## config.mk

```make
export PLATFORM = sky130hd
export DESIGN_NAME = spike_rate_encoder
export DESIGN_NICKNAME = d
export VERILOG_FILES = /design/src/rtl/snn_pkg.sv /design/src/rtl/spike_enc_channel.sv /design/src/rtl/spike_rate_encoder.sv
export SDC_FILE = /design/constraint.sdc
export NUM_CORES = 1
export LEC_CHECK = 0
export ABC_AREA = 0
export BUFFER_PORTS_ARGS = -buffer_cell sky130_fd_sc_hd__buf_2
export CORE_MARGIN = 1
export CORE_UTILIZATION = 35
export DETAILED_ROUTE_END_ITERATION = 10
export GPL_ROUTABILITY_DRIVEN = 0
export MAX_ROUTING_LAYER = met4
export PLACE_DENSITY = 0.55
export SYNTH_ARGS = -nofsm -noshare
export SYNTH_HDL_FRONTEND = slang
export SYNTH_HIERARCHICAL = 1
export SYNTH_SLANG_ARGS = --single-unit
export TNS_END_PERCENT = 50
```

## constraint.sdc

```tcl
create_clock -name clk -period 2.6 [get_ports clk]
set_input_delay 0.52 -clock clk [delete_from_list [all_inputs] [get_ports clk]]
set_output_delay 0.52 -clock clk [all_outputs]
set_load 0.01 [all_outputs]
```

## src/rtl/snn_pkg.sv

```systemverilog
// Shared SNN constants and types.
// Default channel count/width and the spike vector type for the network input.
package snn_pkg;

  localparam int SNN_NUM_IN = 3;
  localparam int SNN_INT_W  = 4;

  typedef logic [SNN_NUM_IN-1:0] spike_vec_t;

endpackage

```

## src/rtl/spike_enc_channel.sv

```systemverilog
// One rate-coding channel: intensity register, phase accumulator, spike flop.
// Ports: clk, rst_n, i_tick (accumulate strobe), i_wr (intensity load),
//   i_intensity, o_spike (one-cycle pulse after a carry-out tick).
// Option: SPIKE_ENC_REFRACTORY_EN adds a per-channel hold-off counter.
module spike_enc_channel
  import snn_pkg::*;
#(
  parameter int INT_W        = SNN_INT_W,
  parameter int REFRAC_TICKS = 2
) (
  input  logic             clk,
  input  logic             rst_n,
  input  logic             i_tick,
  input  logic             i_wr,
  input  logic [INT_W-1:0] i_intensity,
  output logic             o_spike
);

  logic [INT_W-1:0] r_int;
  logic [INT_W-1:0] r_acc;
  logic             r_spike;
  logic [INT_W:0]   w_sum;

  assign w_sum   = {1'b0, r_acc} + {1'b0, r_int};
  assign o_spike = r_spike;

  always_ff @(posedge clk or negedge rst_n) begin
    if (!rst_n) begin
      r_int <= '0;
    end else if (i_wr) begin
      r_int <= i_intensity;
    end
  end

`ifdef SPIKE_ENC_REFRACTORY_EN
  localparam int RC_W = (REFRAC_TICKS > 0) ?
                        $clog2(REFRAC_TICKS + 1) : 1;
  localparam logic [RC_W-1:0] RC_LOAD = RC_W'(REFRAC_TICKS);

  logic [RC_W-1:0] r_rcnt;

  // While holding off, ticks only count down; phase is frozen.
  always_ff @(posedge clk or negedge rst_n) begin
    if (!rst_n) begin
      r_acc   <= '0;
      r_spike <= 1'b0;
      r_rcnt  <= '0;
    end else begin
      r_spike <= 1'b0;
      if (i_tick) begin
        if (r_rcnt != '0) begin
          r_rcnt <= r_rcnt - 1'b1;
        end else begin
          r_acc   <= w_sum[INT_W-1:0];
          r_spike <= w_sum[INT_W];
          if (w_sum[INT_W]) begin
            r_rcnt <= RC_LOAD;
          end
        end
      end
    end
  end
`else
  always_ff @(posedge clk or negedge rst_n) begin
    if (!rst_n) begin
      r_acc   <= '0;
      r_spike <= 1'b0;
    end else begin
      r_spike <= 1'b0;
      if (i_tick) begin
        r_acc   <= w_sum[INT_W-1:0];
        r_spike <= w_sum[INT_W];
      end
    end
  end
`endif

endmodule

```

## src/rtl/spike_rate_encoder.sv

```systemverilog
// Rate encoder: shared tick prescaler, intensity write handshake, NUM_CH channels.
// Ports: clk, rst_n, enable, prescale, cfg_valid/cfg_ready/cfg_ch/cfg_intensity,
//   spike_out (per-channel pulses), tick_out (registered tick strobe).
// Option: SPIKE_ENC_REFRACTORY_EN enables refractory hold-off in each channel.
module spike_rate_encoder
  import snn_pkg::*;
#(
  parameter int NUM_CH       = SNN_NUM_IN,
  parameter int INT_W        = SNN_INT_W,
  parameter int PRESCALE_W   = 8,
  parameter int REFRAC_TICKS = 2,
  localparam int CH_W        = (NUM_CH > 1) ? $clog2(NUM_CH) : 1
) (
  input  logic                  clk,
  input  logic                  rst_n,
  input  logic                  enable,
  input  logic [PRESCALE_W-1:0] prescale,
  input  logic                  cfg_valid,
  output logic                  cfg_ready,
  input  logic [CH_W-1:0]       cfg_ch,
  input  logic [INT_W-1:0]      cfg_intensity,
  output logic [NUM_CH-1:0]     spike_out,
  output logic                  tick_out
);

  logic [PRESCALE_W-1:0] r_pcnt;
  logic                  r_tick;
  logic                  w_tick;
  logic                  w_accept;
  logic [NUM_CH-1:0]     w_wr;

  // Writes are refused on the tick cycle so they never race an accumulate.
  assign w_tick    = enable && (r_pcnt == prescale);
  assign cfg_ready = !w_tick;
  assign w_accept  = cfg_valid && !w_tick;
  assign tick_out  = r_tick;

  // Equality compare: a lowered prescale below pcnt lets it run to wrap.
  always_ff @(posedge clk or negedge rst_n) begin
    if (!rst_n) begin
      r_pcnt <= '0;
      r_tick <= 1'b0;
    end else begin
      r_tick <= w_tick;
      if (enable) begin
        r_pcnt <= w_tick ? '0 : r_pcnt + 1'b1;
      end
    end
  end

  // Out-of-range cfg_ch matches no channel, so the write is dropped.
  for (genvar g = 0; g < NUM_CH; g++) begin : g_ch
    assign w_wr[g] = w_accept && (cfg_ch == CH_W'(g));

    spike_enc_channel #(
      .INT_W        (INT_W),
      .REFRAC_TICKS (REFRAC_TICKS)
    ) u_ch (
      .clk         (clk),
      .rst_n       (rst_n),
      .i_tick      (w_tick),
      .i_wr        (w_wr[g]),
      .i_intensity (cfg_intensity),
      .o_spike     (spike_out[g])
    );
  end

endmodule
```

Yosys cells after proc, flatten, opt, wreduce, memory -nomap -nowiden
Cells that the tools add are included.
{"block": "word_totals", "regBits": 36, "input_bits": 18, "out_inout_bits": 5, "word_cells": 29}
{"block": "op_classes", "n_addsub": 4, "eq_ne": 3, "mux": 4, "reduce_logical": 7}
{"operator": "adder 4 x 4 -> 5 bit", "n": 3}
{"operator": "adder 8 x 1 -> 8 bit, second input constant", "n": 1}
{"operator": "== test 8 bit", "n": 1}
{"operator": "two-way mux 8 bit", "n": 1}
{"operator": "logical AND 1 bit", "n": 5}
{"operator": "two-way mux 1 bit", "n": 3}
{"operator": "== test 2 x 1 -> 1 bit, second input constant", "n": 1}
{"operator": "== test 2 bit, second input constant", "n": 1}
{"operator": "logical NOT 2 bit", "n": 1}
{"operator": "logical NOT 1 bit", "n": 1}

Logic depth before layout (Yosys ltp)
Gate-level depths: netlist of the first run.
{"block": "depth", "ltp_word": 5, "ltp_mapped": 7, "depth_no_buf": 6}

Hierarchy
The synthesis of the first run kept the hierarchy.
{"module": "spike_enc_channel", "n_inst": 3, "cells_each": 39, "area_per_inst_um2": 479.2, "seq_area_each_um2": 225.2}
{"module": "spike_rate_encoder", "n_inst": 1, "cells_each": 61, "area_per_inst_um2": 608.1, "seq_area_each_um2": 225.2}

Worst setup path before layout of the first run
OpenSTA, ideal clock, no wires.
{"block": "synth_timing", "kind": "input-to-reg", "start": "input prescale[5]", "end": "register g_ch[0].u_ch.r_acc[3]", "t_arrival_ps": 1921, "t_required_ps": 2461, "path_slack_ps": 540, "path_stages": 7, "path_cell_list": "xor2_1 > nor4_4 > and3_1 > buf_6 > and2b_1 > a311oi_1 > o211ai_1"}
{"block": "synth_via", "elab_chain_len": 2}
{"element": "start: declaration", "line": "spike_rate_encoder.sv:17", "source": "input logic [PRESCALE_W-1:0] prescale,"}
{"element": "== test 8 bit", "line": "spike_rate_encoder.sv:33", "source": "assign w_tick = enable && (r_pcnt == prescale);"}
{"element": "logical AND 1 bit", "line": "spike_rate_encoder.sv:33"}
{"element": "net w_tick", "line": "spike_rate_encoder.sv:28", "source": "logic w_tick;"}
{"element": "end signal: assignment", "line": "spike_enc_channel.sv:71", "source": "r_acc <= w_sum[INT_W-1:0];"}
{"element": "end: declaration", "line": "spike_enc_channel.sv:20", "source": "logic [INT_W-1:0] r_acc;"}
The timed path passes the listed nets, and every way through them passes these cells.
A chain may end at the register's enable or synchronous reset.

Final worst setup path of the first run
{"block": "layout_timing", "start": "register r_pcnt[5]", "end": "output cfg_ready"}
{"block": "layout_via", "elab_chain_len": 3}
{"element": "start: declaration", "line": "spike_rate_encoder.sv:26", "source": "logic [PRESCALE_W-1:0] r_pcnt;"}
{"element": "start signal: assignment", "line": "spike_rate_encoder.sv:46", "source": "r_pcnt <= w_tick ? '0 : r_pcnt + 1'b1;"}
{"element": "== test 8 bit", "line": "spike_rate_encoder.sv:33"}
{"element": "logical AND 1 bit", "line": "spike_rate_encoder.sv:33"}
{"element": "logical NOT 1 bit", "line": "spike_rate_encoder.sv:34", "source": "assign cfg_ready = !w_tick;"}
{"element": "end: declaration", "line": "spike_rate_encoder.sv:19", "source": "output logic cfg_ready,"}
Every way passes these cells.

==> results of run 1 <==
worst paths after layout:
kind / cells after the start / end / startpoint
setup / recovery: 5 / cfg_ready / r_pcnt[5]$_DFFE_PN0P_
hold / removal: 1 / g_ch[1].u_ch/r_acc[2]$_DFFE_PN0P_ / rst_n
setup reg to reg: 6 / g_ch[0].u_ch/r_acc[3]$_DFFE_PN0P_ / r_pcnt[5]$_DFFE_PN0P_
hold reg to reg: 1 / g_ch[2].u_ch/r_acc[0]$_DFFE_PN0P_ / g_ch[2].u_ch/r_acc[0]$_DFFE_PN0P_
max in group asynchronous: 1 / g_ch[1].u_ch/r_int[1]$_DFFE_PN0P_ / rst_n
min in group clk: 3 / g_ch[1].u_ch/r_int[1]$_DFFE_PN0P_ / cfg_intensity[1]
report_power, final:
| part | total, mW | leakage, nW | internal, mW | switching [mW] |
|---|---|---|---|---|
| Sequential | 0.850 | 0.465 | 0.703 | 0.147 |
| Clock | 0.404 | 0.0455 | 0.216 | 0.188 |
| Combinational | 0.631 | 0.557 | 0.308 | 0.323 |
cells in the mapped netlist, drive strengths merged:
cell     n  share of area
and4bb   1         0.0061
and3     1         0.0031
ha      13          0.080
mux2i    1         0.0049
or3      3         0.0092
a31oi    8          0.024
fa       3          0.029
dfrtp   36           0.44
xor2    10          0.043
nor4     1          0.010
nand3    2         0.0049
and2     1         0.0031
xnor2    4          0.017
o21ai    6          0.015
a311oi   3          0.013
nand2    7          0.013
nand3b   4          0.015
a21oi    6          0.015
nand4    4          0.015
nor2     7          0.013
and3b    2         0.0086
buf      7          0.031
o211ai   3          0.011
a32oi    3          0.013
nor3     1         0.0049
inv     10          0.018
mux2    15          0.083
and2b    2         0.0073
o21a     7          0.026
nand4b   3          0.013
nor2b    4          0.012
area by class of cell:
cell class                 instances  area share
clock buffer                       8      0.0387
multi-input combinational        125       0.449
sequential                        36       0.387
inverter                          10      0.0161
tap                               72      0.0387
timing repair buffer              29      0.0699
critical path: cells and delay by family, from the launching register on:
kind	cells	cell delay (ns)
XOR/XNOR	1	0.18
AND/OR/NAND/NOR	2	0.37
buffers and inverters	2	0.36
flip-flops	1	0.43
registers in the layout, summed over array words and instances (netlist names):
| signal | count |
|---|---|
| g_ch.u_ch/r_acc | 12 |
| g_ch.u_ch/r_int | 12 |
| r_pcnt | 8 |
| g_ch.u_ch/o_spike | 3 |
| tick_out | 1 |
through the flow:
stage	instances	setup WS (ns)	cell area, um2
floorplan	178	0.540	2050
global placement	272	0.298	2240
detailed placement	272	0.305	2240
CTS	280	0.427	2330
global route	280	0.300	2330
finish	280	0.447	2330
logic make-up after synthesis:
family          synth area share
compound gates             0.116
xor+xnor                  0.0599
flops                      0.440
simple gates               0.138
buf+inv                   0.0489
mux                       0.0875
fa+ha+maj                  0.109
routing by layer:
metal	track usage	up-vias
li1	-	696
met3	0.0384	8
met2	0.231	28
met4	0.0611	0
met1	0.184	668
met5	-	-
==> reports/metrics.csv, run 1 <==
metric;value;unit
netlist_area;2050;um2
end_kind;primary output;
criticalPathCategory;flip-flop to primary output;
drt-met1-wl;1860;um
grt_pass1_wl;6760;um
relSlewSlack;0.477;
rsz0062_at_grt;no;
dp_hpwl;2890;um
cts_tree;done;
postCtsResizedCells;0;
io_pins;23;
crit_chain;xor2_1 > nor4_4 > buf_4 > nand3_1 > buf_2;
layout-drive-gt1-share;0.250;
ys_seq_area_frac;0.440;
first_global_vias;1412;
seq_area;901;um2
tightest_slew;0.785;ns
grt_max_degree;37;
cts.sinks;36;
fmax;0.465;GHz
status;finished clean;
final_cell_mix;dfrtp_1, buf_2, mux2_2;
top_layer;met4;
wirelength;3820;um
cts_root_buf;clkbuf_8;
p_leak;1.07;nW
setup_viol;0;
port_buffers;22;
htree_levels;2;
finalCriticalPeriod;2.15;ns
fp.coreArea;5570;um2
drt_drc_violations_left;0;
fin_crit_sh;0.828;
post_drt_wl_per_cell;13.7;um
p_per_area;810;nW/um2
die_area;6150;um2
syn_area_per_cell;11.5;um2
cts_setup_buffers;0;
insertion_delay;0.29;ns
routed-wl-met3;146;um
dr.first_iter.drc_count;55;
finalHoldViolCount;0;
wl_met2;1740;um
yosysUniqueCellTypes;35;
crit_required;2.08;ns
viasPerCell;5.00;
num_rows;27;
final_common_cell;dfrtp_1;
cap_violations;0;
ys_ff_latch;36;
min_path_type;input port to async pin;
final_core_util;0.417;
clock_path_buffers;2;
cts-buffers-inserted;5;
postCtsHoldBufs;0;
reg2reg_slack;0.52;ns
initial_core_util;0.367;
grt_use_total;0.149;
fin_worst_hold_slack;0.307;ns
syn_nets;212;
syn_to_final_growth;13.7;%
firstDrtPassIters;4;
die_w;78.5;um
fin_nets;241;
via_count;1400;
ant_nets;0;
syn_inst;178;
critPathMaxStageDelay;0.43;ns
antenna_found_initial;0;
cts.clk_slew.worst_paths;0.07;ns
maxSlewViolCount;0;
ir_drop;458;uV
slowest_stage;dfrtp_1;
n_fill_cell;561;
yosysWarnings;6;
tns;0;ns
total_power;1.89;mW
finClkSkew;0.00562;ns
grt.overflow.total;0;
num_antenna_cells;0;
arrival;1.63;ns
die_h;78.5;um
multi_input_area;1040;um2
cp_max_fo;12;
startpoint_type;flip-flop;
No activity file was read; power rests on OpenSTA's default activity.
==> inputs of run 2 (changes only) <==
==> constraint.sdc (replaced) <==
create_clock -name clk -period 2.1 [get_ports clk]
set_input_delay 0.42 -clock clk [delete_from_list [all_inputs] [get_ports clk]]
set_output_delay 0.42 -clock clk [all_outputs]
set_load 0.01 [all_outputs]
==> reports/metrics.csv, run 2 (synthesized netlist as in run 1, its figures left out) <==
metric;value;unit;change
status;finished clean;;
critPathMaxStageDelay;0.42;ns;about the same
port_buffers;22;;unchanged
reg_top3;g_ch.u_ch/r_acc: 12 flops, g_ch.u_ch/r_int: 12 flops, r_pcnt: 8 flops;;
arrival;1.64;ns;about the same
grt_use_total;0.151;;+0.00281
min_path_type;input port to async pin;;
multi_input_area;1050;um2;+0.12%
regToRegStartpoint;r_pcnt[0]$_DFFE_PN0P_;;
slowest_stage;dfrtp_1;;
grt_max_degree;37;;unchanged
drt_drc_violations_left;0;;unchanged
criticalPathCategory;flip-flop to primary output;;
die_area;6150;um2;unchanged
cap_violations;0;;unchanged
grt_pass1_wl;6980;um;+3.3%
post_drt_wl_per_cell;13.5;um;-0.94%
fp.coreArea;5570;um2;unchanged
final_common_cell;dfrtp_1;;
setup_viol;0;;unchanged
viasPerCell;5.01;;+0.21%
fin_nets;253;;+5.0%
crit_family;buffers and inverters;;
final_area;2410;um2;+3.6%
seq_area;901;um2;unchanged
finClkSkew;0.00384;ns;-0.00178 ns
crit_chain;xor2_1 > nor3_2 > buf_4 > buf_6 > nand3_1 > buf_2;;
dr.first_iter.drc_count;41;;-25%
maxSlewViolCount;0;;unchanged
layout-drive-gt1-share;0.297;;+0.0468
fmax;0.485;GHz;
clock_path_buffers;2;;unchanged
final_core_util;0.432;;+0.0148
tightest_slew;0.647;ns;-0.138 ns
io_pins;23;;unchanged
relSlewSlack;0.567;;+0.0902
ir_drop;530;uV;+16%
cts_tree;done;;
end_kind;primary output;;
p_leak;1.12;nW;+5.3%
fin_crit_sh;0.982;;
ant_nets;0;;unchanged
finalCriticalPeriod;2.06;ns;
first_global_vias;1466;;+3.8%
cts-buffers-inserted;5;;unchanged
cp_num_buf_inv;3;;+1
insertion_delay;0.28;ns;about the same
antenna_found_initial;0;;unchanged
n_fill_cell;561;;unchanged
syn_to_final_growth;17.7;%;
initial_core_util;0.367;;unchanged
cts_root_buf;clkbuf_8;;
cts.sinks;36;;unchanged
die_w;78.5;um;unchanged
num_antenna_cells;0;;unchanged
p_per_area;992;nW/um2;+22%
firstDrtPassIters;4;;unchanged
grt.overflow.total;0;;unchanged
die_h;78.5;um;unchanged
startpoint_type;flip-flop;;
dp_hpwl;2920;um;+1.3%
num_rows;27;;unchanged
final_cell_mix;dfrtp_1, buf_2, buf_4;;
via_count;1458;;+4.1%
htree_levels;2;;unchanged
finalHoldViolCount;0;;unchanged
cp_max_fo;6;;-6
wirelength;3940;um;+3.0%
place_area;2310;um2;+3.4%
rsz0062_at_grt;yes;;
cts.clk_slew.worst_paths;0.07;ns;about the same
crit_path_start;r_pcnt[6]$_DFFE_PN0P_;;
postCtsHoldBufs;0;;unchanged
crit_required;1.68;ns;-0.40 ns
[run 2: where the power goes]
group	leakage (nW)	internal [mW]	switching, mW
Clock	0.0410	0.225	0.231
Sequential	0.465	0.871	0.129
Combinational	0.618	0.467	0.465
Total	1.12	1.56	0.826
[run 2: cell type report]
cell class                      count  share of cell area
Multi-Input combinational cell    125               0.434
Sequential cell                    36               0.374
Timing Repair Buffer               41               0.106
Tap cell                           72              0.0374
Clock buffer                        6              0.0301
Inverter                           10              0.0156
Clock inverter                      1             0.00208
[run 2: timing repair]
item | 4_1_cts | 5_1_grt
setup endpoints to repair | 0 | 5
buffers inserted | 0 | 2
gates resized for setup | 0 | 2
[run 2: final timing paths]
| check | end | slack [ns] | depth (start not counted) |
|---|---|---|---|
| setup / recovery | cfg_ready | 0.04 | 6 |
| hold / removal | g_ch[1].u_ch/r_acc[0]$_DFFE_PN0P_ | 0.18 | 2 |
| setup reg to reg | g_ch[1].u_ch/r_int[3]$_DFFE_PN0P_ | 0.15 | 5 |
| hold reg to reg | g_ch[2].u_ch/r_acc[0]$_DFFE_PN0P_ | 0.49 | 1 |
| max in group asynchronous | g_ch[0].u_ch/r_acc[0]$_DFFE_PN0P_ | 1.59 | 2 |
| min in group clk | g_ch[0].u_ch/r_int[1]$_DFFE_PN0P_ | 0.40 | 3 |
[run 2: metal layers]
layer / share of wire / GRT usage / routed length (um) / vias up
met5: 0 / - / 0 / -
met4: 0.010 / 0.0500 / 41 / 0
met3: 0.040 / 0.0337 / 159 / 4
met2: 0.45 / 0.240 / 1780 / 34
met1: 0.50 / 0.191 / 1950 / 697
li1: - / - / - / 723
[run 2: metrics by stage]
stage	TNS, ns	setup WS, ns	std cells	hold WS [ns]	total power [mW]
5_1_grt	-0.0264	-0.0264	291	0.220	2.59
2_1_floorplan	0	0.140	178	0.124	1.64
3_3_place_gp	0	0.0123	282	0.475	1.92
3_5_place_dp	-0.0868	-0.0356	282	0.482	1.93
6_report	0	0.0372	291	0.185	2.39
4_1_cts	0	0.0187	289	0.191	2.41
==> inputs of run 3 (changes only) <==
--- a/config.mk
+++ b/config.mk
@@ -5,7 +5,7 @@
 export SDC_FILE = /design/constraint.sdc
 export NUM_CORES = 1
 export LEC_CHECK = 0
-export ABC_AREA = 0
+export ABC_AREA = 1
 export BUFFER_PORTS_ARGS = -buffer_cell sky130_fd_sc_hd__buf_2
 export CORE_MARGIN = 1
 export CORE_UTILIZATION = 35
==> constraint.sdc (replaced) <==
create_clock -name clk -period 2.27 [get_ports clk]
set_input_delay 0.454 -clock clk [delete_from_list [all_inputs] [get_ports clk]]
set_output_delay 0.454 -clock clk [all_outputs]
set_load 0.01 [all_outputs]
==> reports/metrics.csv, run 3 <==
metric;value;unit;change
status;finished clean;;
viasPerCell;4.36;;-13%
fin_crit_sh;0.860;;
io_pins;23;;unchanged
synth_top_cell_by_area;dfrtp_1;;
p_per_area;884;nW/um2;-11%
cts_setup_buffers;0;;unchanged
synth.most_common_cell;nand2_1;;
criticalPathCategory;flip-flop to primary output;;
tns;0;ns;unchanged
grt_pass1_wl;7000;um;+0.30%
yosysUniqueCellTypes;22;;-37%
via_count;1547;;+6.1%
cp_max_fo;4;;-2
syn_to_final_growth;16.0;%;
cap_violations;0;;unchanged
dp_hpwl;2990;um;+2.4%
setup_viol;0;;unchanged
firstDrtPassIters;4;;unchanged
dr.first_iter.drc_count;50;;+22%
grt.overflow.total;0;;unchanged
critPathMaxStageDelay;0.44;ns;+0.02 ns
cts.sinks;36;;unchanged
startpoint_type;flip-flop;;
dpl_worst_slack;0.351;ns;+0.387 ns
post_drt_wl_per_cell;10.9;um;-19%
min_path_type;input port to async pin;;
synthTopCellsByArea;dfrtp_1, nand2_1, ha_1;;
crit_chain;inv_2 > or2_1 > nand2_1 > nor2_1 > nand3b_1 > nor2_1 > inv_1 > buf_2;;
instances_no_fill;355;;+22%
die_area;6200;um2;+0.78%
first_global_vias;1517;;+3.5%
crit_required;1.82;ns;+0.14 ns
die_h;78.8;um;+0.39%
final_area;2390;um2;-0.68%
insertion_delay;0.28;ns;about the same
cts_tree;done;;
rsz0062_at_grt;no;;
syn_inst;250;;+40%
die_w;78.8;um;+0.39%
ys_ff_latch;36;;unchanged
arrival;1.50;ns;-0.14 ns
clock_path_buffers;2;;unchanged
grt_max_degree;25;;-32%
dp_cells;347;;+23%
num_antenna_cells;0;;unchanged
htree_levels;2;;unchanged
cts_root_buf;clkbuf_8;;
initial_core_util;0.368;;+0.000690
place_area;2280;um2;-1.1%
final_cell_mix;nand2_1, inv_1, dfrtp_1;;
wirelength;3880;um;-1.4%
port_buffers;22;;unchanged
final_common_cell;nand2_1;;
maxSlewViolCount;0;;unchanged
drt_drc_violations_left;0;;unchanged
antenna_found_initial;0;;unchanged
ant_nets;0;;unchanged
grt_use_total;0.151;;-0.000208
async_flop_share;1.00;;unchanged
synthFlopType;dfrtp_1;;
relSlewSlack;0.618;;+0.0512
total_power;2.12;mW;-11%
layout-drive-gt1-share;0.191;;-0.106
num_rows;27;;unchanged
ys_seq_area_frac;0.437;;-0.00347
netlist_area;2060;um2;+0.80%
finalCriticalPeriod;1.95;ns;
finalHoldViolCount;0;;unchanged
slowest_stage;dfrtp_1;;
cts-buffers-inserted;5;;unchanged
fin_nets;316;;+25%
postCtsResizedCells;0;;unchanged
fp.coreArea;5610;um2;+0.61%
finClkSkew;0.00940;ns;+0.00556 ns
cts.clk_slew.worst_paths;0.08;ns;about the same
syn_area_per_cell;8.25;um2;-28%
syn_nets;284;;+34%
tightest_slew;0.573;ns;-0.0738 ns
crit_top_cell;nor2_1;;
synth_common_cells;nand2_1, inv_1, dfrtp_1;;
reg_top3;g_ch.u_ch/r_acc: 12 flops, g_ch.u_ch/r_int: 12 flops, r_pcnt: 8 flops;;
fmax;0.512;GHz;
ir_drop;331;uV;-38%
setup_ws;0.317;ns;+0.280 ns
yosysWarnings;6;;unchanged
p_leak;1.25;nW;+12%
synth_top_area_frac;0.437;;-0.00347
end_kind;primary output;;
synth-edff-count;0;;unchanged
postCtsHoldBufs;0;;unchanged
-- run 3: cells by family (layout without fill, tap and decap cells) --
group	Yosys count	in the layout	share of synthesized area
compound gates	15	15	0.0419
xor+xnor	9	9	0.0382
fa+ha+maj	16	16	0.108
buf+inv	45	78	0.0819
flops	36	36	0.437
mux	9	9	0.0492
simple gates	120	120	0.244
-- run 3: critical path: cells and delay by family, from the launching register on --
family	cells	cell delay, ns
AND/OR/NAND/NOR	5	0.50
flip-flops	1	0.44
buffers and inverters	3	0.27
-- run 3: path summary, 6_finish.rpt --
kind	startpoint	to	slack [ns]	depth (start not counted)
max in group asynchronous	rst_n	g_ch[0].u_ch/r_acc[2]$_DFFE_PN0P_	1.56	2
min in group clk	cfg_intensity[1]	g_ch[1].u_ch/r_int[1]$_DFFE_PN0P_	0.42	3
worst max-delay path	r_pcnt[5]$_DFFE_PN0P_	cfg_ready	0.32	8
worst min register to register	g_ch[1].u_ch/r_acc[0]$_DFFE_PN0P_	g_ch[1].u_ch/r_acc[0]$_DFFE_PN0P_	0.48	2
worst max register to register	r_pcnt[5]$_DFFE_PN0P_	g_ch[1].u_ch/r_int[0]$_DFFE_PN0P_	0.44	8
worst min-delay path	rst_n	g_ch[2].u_ch/r_acc[1]$_DFFE_PN0P_	0.16	1
-- run 3: area by class of cell --
class	instances	area (um2)
Multi-Input combinational cell	169	992
Clock inverter	2	35.0
Fill cell	595	3220
Sequential cell	36	901
Tap cell	72	90.1
Inverter	45	169
Timing Repair Buffer	25	133
Clock buffer	6	72.6
-- run 3: power by group --
group          internal, mW  switching [mW]
combinational         0.285           0.364
sequential            0.792           0.126
clock                 0.326           0.223
-- run 3: per-layer routing --
metal	track usage	wire length (um)	vias up
met4	0.0500	48	0
met3	0.0333	133	5
met2	0.217	1610	21
li1	-	-	835
met1	0.211	2090	686
met5	-	0	-
-- run 3: per-stage QoR --
step,hold WS (ns),utilization
after floorplan,0.158,-
after global placement,0.465,0.407
after detailed placement,0.471,0.407
after CTS,0.168,0.427
after global routing,0.186,0.427
final,0.160,0.427
